<file path="src/rtl/add16_mp_pkg.sv">
// rtl/add16_mp_pkg.sv - shared word width and FSM encoding for the multi-precision add sequencer
package add16_mp_pkg;

  localparam int WORD_W = 16;

  localparam logic [1:0] ST_IDLE = 2'd0;
  localparam logic [1:0] ST_RUN  = 2'd1;
  localparam logic [1:0] ST_DONE = 2'd2;

  typedef enum logic [1:0] {
    S_IDLE = ST_IDLE,
    S_RUN  = ST_RUN,
    S_DONE = ST_DONE
  } state_t;

endpackage

</file>
<file path="src/rtl/add16.sv">
// rtl/add16.sv - 16-bit adder with carry in and carry out
module add16 (
  input  logic [15:0] A,
  input  logic [15:0] B,
  input  logic        Cin,
  output logic [15:0] Sum,
  output logic        Cout
);

  // One 17-bit add gives both the word sum and its carry out
  always_comb begin
    {Cout, Sum} = {1'b0, A} + {1'b0, B} + {16'b0, Cin};
  end

endmodule

</file>
<file path="src/rtl/add16_mp_seq.sv">
// rtl/add16_mp_seq.sv - word-serial WORDS*16-bit adder over one add16; optional subtract via ADD16_MP_SUB_EN
module add16_mp_seq
  import add16_mp_pkg::*;
#(
  parameter int WORDS = 4
) (
  input  logic                    clk,
  input  logic                    rst,
  input  logic                    in_valid,
  output logic                    in_ready,
  input  logic [WORDS*WORD_W-1:0] A,
  input  logic [WORDS*WORD_W-1:0] B,
  input  logic                    Cin,
  input  logic                    op_sub,
  output logic                    out_valid,
  input  logic                    out_ready,
  output logic [WORDS*WORD_W-1:0] Sum,
  output logic                    Cout,
  output logic                    Ovf,
  output logic                    busy
);

  localparam int W  = WORDS * WORD_W;
  localparam int IW = $clog2(WORDS);
  localparam logic [IW-1:0] LAST_IDX = IW'(WORDS - 1);

  state_t state_q, state_d;

  logic [W-1:0]      a_q, b_q, sum_q;
  logic [IW-1:0]     idx_q;
  logic              carry_q;
  logic              cout_q, ovf_q;

  logic [W-1:0]      b_eff;
  logic              cin_eff;
  logic              accept;
  logic              last_word;

  logic [WORD_W-1:0] word_a, word_b, word_s;
  logic              word_c;

`ifdef ADD16_MP_SUB_EN
  // Subtract is A + ~B + 1; Cout then reads as "no borrow"
  always_comb begin
    b_eff   = op_sub ? ~B : B;
    cin_eff = op_sub ? 1'b1 : Cin;
  end
`else
  logic unused_op_sub;
  assign unused_op_sub = op_sub;

  // Add-only build: operands pass straight through
  always_comb begin
    b_eff   = B;
    cin_eff = Cin;
  end
`endif

  // Select the current word of each latched operand for the shared adder
  always_comb begin
    word_a = a_q[idx_q*WORD_W +: WORD_W];
    word_b = b_q[idx_q*WORD_W +: WORD_W];
  end

  add16 u_add16 (
    .A    (word_a),
    .B    (word_b),
    .Cin  (carry_q),
    .Sum  (word_s),
    .Cout (word_c)
  );

  // State register
  always_ff @(posedge clk) begin
    if (rst) begin
      state_q <= S_IDLE;
    end else begin
      state_q <= state_d;
    end
  end

  // Next state and handshake outputs
  always_comb begin
    state_d   = state_q;
    in_ready  = 1'b0;
    out_valid = 1'b0;
    busy      = 1'b0;
    accept    = 1'b0;
    last_word = (idx_q == LAST_IDX);
    case (state_q)
      S_IDLE: begin
        in_ready = 1'b1;
        accept   = in_valid;
        if (in_valid) state_d = S_RUN;
      end
      S_RUN: begin
        busy = 1'b1;
        if (last_word) state_d = S_DONE;
      end
      S_DONE: begin
        busy      = 1'b1;
        out_valid = 1'b1;
        if (out_ready) state_d = S_IDLE;
      end
      default: state_d = S_IDLE;
    endcase
  end

  // Operand capture, carry ripple and result registers
  always_ff @(posedge clk) begin
    if (rst) begin
      a_q     <= '0;
      b_q     <= '0;
      sum_q   <= '0;
      idx_q   <= '0;
      carry_q <= 1'b0;
      cout_q  <= 1'b0;
      ovf_q   <= 1'b0;
    end else if (accept) begin
      a_q     <= A;
      b_q     <= b_eff;
      sum_q   <= '0;
      idx_q   <= '0;
      carry_q <= cin_eff;
    end else if (state_q == S_RUN) begin
      sum_q[idx_q*WORD_W +: WORD_W] <= word_s;
      carry_q <= word_c;
      if (last_word) begin
        idx_q  <= '0;
        cout_q <= word_c;
        ovf_q  <= (a_q[W-1] == b_q[W-1]) && (word_s[WORD_W-1] != a_q[W-1]);
      end else begin
        idx_q <= idx_q + 1'b1;
      end
    end
  end

  assign Sum  = sum_q;
  assign Cout = cout_q;
  assign Ovf  = ovf_q;

endmodule

</file>
<file path="config.mk">
export PLATFORM = sky130hd
export DESIGN_NAME = add16_mp_seq
export DESIGN_NICKNAME = d
export VERILOG_FILES = /design/src/rtl/add16_mp_pkg.sv /design/src/rtl/add16.sv /design/src/rtl/add16_mp_seq.sv
export SDC_FILE = /design/constraint.sdc
export NUM_CORES = 1
export LEC_CHECK = 0
export ABC_AREA = 1
export ABC_CLOCK_PERIOD_IN_PS = 2900
export CORE_ASPECT_RATIO = 0.9
export CORE_MARGIN = 1
export CORE_UTILIZATION = 46
export DETAILED_ROUTE_END_ITERATION = 16
export GPL_TIMING_DRIVEN = 0
export HOLD_SLACK_MARGIN = 0.05
export MAX_ROUTING_LAYER = met4
export PLACE_DENSITY_LB_ADDON = 0.15
export SLEW_MARGIN = 10
export SYNTH_ARGS = -nofsm -noshare
export SYNTH_HDL_FRONTEND = slang
export SYNTH_SLANG_ARGS = --single-unit
</file>
<file path="constraint.sdc">
create_clock -name clk -period 2.9 [get_ports clk]
set_input_delay 0.58 -clock clk [delete_from_list [all_inputs] [get_ports clk]]
set_output_delay 0.58 -clock clk [all_outputs]
set_load 0.02 [all_outputs]
</file>
==> summary.txt, run 1 <==
Hold path
  – Hold Crit Class: reg -> reg

Drt
  – Post-DR vias/cell: 5.30
  – Avg WL per Cell: 16.5 um
  – Antenna Nets Post-Route: 0
  – Final WL: 29,100 um
  – # DRC: 0
  – 1st-pass router iterations: 6
  – Detailed router's first-iteration violation count: 972
  – Via count: 9,340

Critical path
  – Critical path peak fanout: 10
  – CP Capture Type: register
  – Worst path arrival time: 3210 ps
  – Required time worst endpoint: 3290 ps
  – WS Path Type: reg -> reg
  – Startpoint Class: register

Synthesis
  – Synthesized cell area: 9050 um2
  – Synthesized area per cell: 7.10 um2
  – Mux contribution to synthesized area: 0%
  – Compound-Gate Fraction of Synth Area: 18.4%
  – Sequential share of the synthesized area: 44.0%
  – FF+latch count, synth: 199
  – XOR/XNOR share of the synthesized area: 0.843%
  – Synth Area in Simple Gates: 26.9%
  – Yosys warning count: 0
  – Cell variety after synth: 36
  – Net Count, Synth: 1,435
  – Main combinational cell family by area after synthesis: simple AND/OR/NAND/NOR gates
  – Area share of fa/ha/maj cells after synthesis: 3.76%
  – Syn Inst Count: 1,275

STA
  – Final Hold Vio Count: 0
  – Relative slew margins: 45.0%
  – Unrepaired setup endpoints after global routing: true
  – Crit path time final: 2830 ps
  – Slew Limit Fails: 0
  – Max Freq: 354 MHz
  – Clock Skew: 11.5 ps
  – Period utilization: 97.5%
  – Setup violators final: 0
  – Worst slew pin tran: 825 ps

CTS
  – CTS root buf: clkbuf_16
  – H-Tree Depth: 4
  – Clk Latency, worst-skew pair: 450 ps
  – CTS clock-pin slew for the worst setup and hold paths: 80 ps
  – Max Root-Sink Buffers: 2
  – TritonCTS clock tree: done
  – Total CTS buffers: 17
  – Sink Count: 199
  – CTS Hold Buffers Added: 0

Pwr
  – LEAKAGE: 0.00485 uW
  – Pwr per Cell Area: 936 nW/um2
  – Peak supply drop: 0.590 mV
  – Final Power: 11,600 uW

Placement
  – Placed Instance Area: 11,400 um2
  – Gp weighted congestion: 0.930
  – Hpwl dp: 22,300 um
  – Port Buffer Count: 201

Global routing
  – Initial antenna violation count: 0
  – Gr usage total: 29.6%
  – First-pass GRT wire length: 44,000 um
  – Gr ovfl total: 0
  – Vias in the first global route: 8,425
  – Largest net degree at the start of global routing: 21

Outcome
  – Status: completed

Die
  – Core area: 19,200 um2
  – Die W: 150 um
  – Initial Util: 47.1%
  – I/O Pins: 203
  – Die ar.: 20,200 um2
  – Die height: 135 um
  – Rows: 48

Layout
  – Finished layout cell area: 12,400 um2
  – Most frequent cells in the layout: nor2_1, clkdlybuf4s50_1, dfxtp_1, o21ai_0, nand2_1
  – Layout cell share with drive strength beyond 1: 10.7%
  – Final core utilization: 64.3%
  – Fillers: 1,768
  – Commonest non-fill, non-tap cell in the layout: nor2_1
  – Number of nets in the layout: 1,658
  – Area grow syn2layout: 36.6%
  – Diodes inserted: 0

Job
  – Maxcap violations: 0
[kinds of logic after synthesis]
logic type,after synthesis
and+or+nand+nor,595
AOI/OAI and AO/OA,312
DFF,199
buffers and inverters,136
adders and majority gates,26
xor gates and xnor gates,7
[worst max-delay path: stages (launching register included)]
cell      delay, ps
dfxtp_4         360
inv_2            50
buf_8           140
buf_12          150
o21ai_4         170
o22ai_4         110
fa_2            420
fa_2            420
nand2_2          70
nand2_1          50
nand3b_1        130
nand2_2         120
xor2_2          170
and2_4          210
nand3_2          80
a21oi_2         110
[what timing repair did]
| item | 4_1_cts | 5_1_grt |
|---|---|---|
| endpoints found under the setup margin | 65 | 47 |
| buffers inserted | 3 | 3 |
| pin swaps | 0 | 13 |
| gates resized for setup | 31 | 82 |
[cell usage after synthesis, drive strengths merged]
cell type	number	area share, %
nand3b	3	0.25
nor3	3	0.33
xnor2	1	0.097
dfxtp	199	44
o21a	1	0.083
nand3	28	1.8
o21ai	196	11
fa	2	0.44
and2	2	0.18
a22oi	5	0.41
nand2	190	8.2
clkbuf	55	2.3
a21oi	74	4.5
buf	30	1.7
nor2	350	15
o221ai	1	0.097
ha	24	3.3
inv	51	2.1
or2	2	0.14
nor4	1	0.24
nand4	16	1.1
o21bai	2	0.17
o22ai	32	2.2
a32oi	1	0.097
xor2	6	0.75
[worst paths after layout]
check                        startpoint                    to  slack [ps]  cells after the start
setup / recovery  idx_q[0]$_SDFFE_PP0P_  Sum[54]$_SDFFE_PP0P_          70                     15
hold / removal     Sum[39]$_SDFFE_PP0P_  Sum[39]$_SDFFE_PP0P_         470                      2
setup reg to reg  idx_q[0]$_SDFFE_PP0P_  Sum[54]$_SDFFE_PP0P_          70                     15
hold reg to reg    Sum[39]$_SDFFE_PP0P_  Sum[39]$_SDFFE_PP0P_         470                      2
[routing by layer]
metal | routed length, um | vias up | GRT usage (%)
li1 | - | 4628 | -
met5 | 0 | - | -
met1 | 12800 | 4290 | 38.7
met3 | 2410 | 46 | 5.91
met4 | 499 | 0 | 7.63
met2 | 13400 | 376 | 46.6
[where the power goes]
part / switching, uW / internal (uW)
logic: 3620 / 1890
clock network: 1180 / 1240
registers: 347 / 3290
[area by class of cell]
type / instances / area, um2 / area share [%]
Clock inverter: 15 / 183 / 1.48
Timing Repair Buffer: 207 / 2050 / 16.6
Tap cell: 250 / 313 / 2.53
Sequential cell: 199 / 3990 / 32.3
Inverter: 51 / 195 / 1.58
Clock buffer: 17 / 425 / 3.44
Buffer: 82 / 428 / 3.46
Multi-Input combinational cell: 940 / 4770 / 38.6
[flip-flops by register name, indices dropped and copies added (netlist names)]
name     count
Cout         1
Ovf          1
Sum         64
a_q         64
b_q         64
carry_q      1
idx_q        2
state_q      2
[stage by stage]
step	hold WS (ps)	setup slack [ps]	instances	TNS, ps
after floorplan	449	8.15	1275	0
final	470	73.5	1761	0
after detailed placement	458	-965	1726	-35860
after global routing	486	-17.9	1761	-92.7
after global placement	455	-967	1726	-34320
after CTS	469	2.58	1758	0
Note: power is estimated with default switching activity, not from simulation.
==> run 2, diff against run 1 <==
CORE_MARGIN = 10   (was 1)
==> run 2 against run 1 <==
  * Global-route usage fell by 5.9 points
  * Critical path depth rose by 1
  * First-iteration DRC count fell by 6.4%
  * Worst hold slack got worse by 3.6 ps
  * Design area rose by 0.16%
  * Power rose by 0.48%
  * Critical path type unchanged
  * Largest cell class unchanged
  * Highest routed layer unchanged
==> summary.txt, run 2 (synthesized netlist as in run 1, its figures left out) <==
Hold path
  – Hold Path End: Sum[62]$_SDFFE_PP0P_
  – Hold_sp: Sum[62]$_SDFFE_PP0P_
  – Worst hold stages: 2
  – Hold Crit Class: reg -> reg

Placement
  – Port Buffer Count: 201
  – Gp weighted congestion: 0.956
  – Dpl cells: 1,726
  – Hpwl dp: 24,300 um

Global routing
  – First-pass GRT wire length: 47,600 um
  – Gr ovfl total: 0
  – Initial antenna violation count: 0
  – Vias in the first global route: 8,910
  – Gr usage total: 23.7%
  – Largest net degree at the start of global routing: 20

Drt
  – Detailed router's first-iteration violation count: 910
  – Via count: 9,397
  – Final WL: 31,300 um
  – # DRC: 0
  – 1st-pass router iterations: 5
  – Avg WL per Cell: 17.7 um
  – Antenna Nets Post-Route: 0
  – Post-DR vias/cell: 5.32

CTS
  – Max Root-Sink Buffers: 2
  – H-Tree Depth: 4
  – CTS root buf: clkbuf_16
  – Sink Count: 199
  – Clk Latency, worst-skew pair: 450 ps
  – Total CTS buffers: 17
  – CTS clock-pin slew for the worst setup and hold paths: 70 ps
  – TritonCTS clock tree: done

STA
  – Slew Limit Fails: 0
  – Setup violators final: 0
  – Min Hold Slack: 466 ps
  – Final Hold Vio Count: 0
  – Unrepaired setup endpoints after global routing: true
  – Max Freq: 352 MHz
  – Clock Skew: 9.44 ps
  – Period utilization: 98.1%
  – Crit path time final: 2840 ps
  – Relative slew margins: 45.1%
  – Setup TNS: 0 ps
  – Worst slew pin tran: 823 ps

Critical path
  – Worst path arrival time: 3220 ps
  – WS Path Type: reg -> reg
  – Max incr delay on CP: 430 ps
  – Reg2reg start: idx_q[0]$_SDFFE_PP0P_
  – R2r endpoint: Sum[62]$_SDFFE_PP0P_
  – Worst-path cell chain: inv_4 -> buf_8 -> buf_12 -> o21ai_2 -> o22ai_2 -> fa_2 -> fa_2 -> nand2_1 -> nand2_1 -> nand3b_1 -> nand2_2 -> nand2_2 -> nand3_2 -> nand2_2 -> nand4_1 -> a21oi_1
  – Slowest CP cell: fa_2
  – R2R cell count: 16
  – Critical path peak fanout: 7
  – CP Capture Type: register
  – Reg2Reg Setup Slack: 60 ps
  – Startpoint Class: register
  – Cell mode on critical path: nand2_2
  – Required time worst endpoint: 3280 ps

Die
  – Rows: 48
  – Core area: 19,300 um2
  – I/O Pins: 203
  – Die ar.: 25,700 um2
  – Die height: 153 um
  – Die W: 168 um
  – Initial Util: 46.9%

Layout
  – Diodes inserted: 0
  – Commonest non-fill, non-tap cell in the layout: nor2_1
  – Non-Filler Instances: 1,767
  – Area grow syn2layout: 36.8%
  – Number of nets in the layout: 1,664
  – Final core utilization: 64.2%
  – Most frequent cells in the layout: nor2_1, clkdlybuf4s50_1, dfxtp_1, o21ai_0, nand2_1
  – Layout cell share with drive strength beyond 1: 11.0%

Pwr
  – LEAKAGE: 0.00487 uW
  – Peak supply drop: 0.622 mV
  – Pwr per Cell Area: 939 nW/um2
  – Final Power: 11,600 uW

Job
  – Maxcap violations: 0

Outcome
  – Status: completed
-- run 2: power breakdown --
group          internal, uW  leakage (uW)  switching [uW]
clock                  1230      0.000286            1180
sequential             3290       0.00163             353
combinational          1940       0.00295            3640
-- run 2: cell type report --
class                   instances  area (um2)
fillers                      1762        6900
multi-input cells             940        4760
flip-flops and latches        199        3990
repair buffers                212        2100
plain buffers                  83         440
clock buffers                  18         429
well taps                     250         313
inverters                      51         198
clock inverters                14         159
-- run 2: metal layers --
layer	vias to the layer above	track usage, %	share of wire, %
met1	4322	30.1	44
li1	4640	-	-
met3	52	5.31	8.2
met2	383	36.9	46
met5	-	-	0
met4	0	7.13	2.0
-- run 2: how the worst max path moves through the flow --
stage / start / end / slack (ps) / cells after the start
after floorplan: idx_q[0]$_SDFFE_PP0P_ / Sum[24]$_SDFFE_PP0P_ / 8 / 17
after global placement: idx_q[0]$_SDFFE_PP0P_ / Sum[20]$_SDFFE_PP0P_ / -1030 / 15
after detailed placement: idx_q[0]$_SDFFE_PP0P_ / Sum[20]$_SDFFE_PP0P_ / -1000 / 15
after CTS: idx_q[0]$_SDFFE_PP0P_ / Sum[22]$_SDFFE_PP0P_ / 4 / 15
after global routing: idx_q[0]$_SDFFE_PP0P_ / Sum[62]$_SDFFE_PP0P_ / -70 / 16
final: idx_q[0]$_SDFFE_PP0P_ / Sum[62]$_SDFFE_PP0P_ / 60 / 16
-- run 2: metrics by stage --
| stage | cell area (um2) | setup WS (ps) |
|---|---|---|
| 3_5_place_dp | 11400 | -999 |
| 6_report | 12400 | 55.9 |
| 3_3_place_gp | 11400 | -1030 |
| 2_1_floorplan | 9050 | 8.15 |
| 5_1_grt | 12400 | -72.3 |
| 4_1_cts | 12100 | 4.02 |
-- run 2: critical path: cells and delay by family, from the launching register on --
kind            cells  cell delay [ps]
simple gates        8              830
flops               1              380
fa+ha+maj           2              860
compound gates      3              390
buf+inv             3              300
-- run 2: repair_timing --
action                                  CTS  global route
buffers inserted                          3             8
pin swaps                                 0            15
hold endpoints to repair                  0             0
endpoints found under the setup margin   65            48
gates resized for setup                  33            78
cloned                                    0             0
hold buffers                              0             0
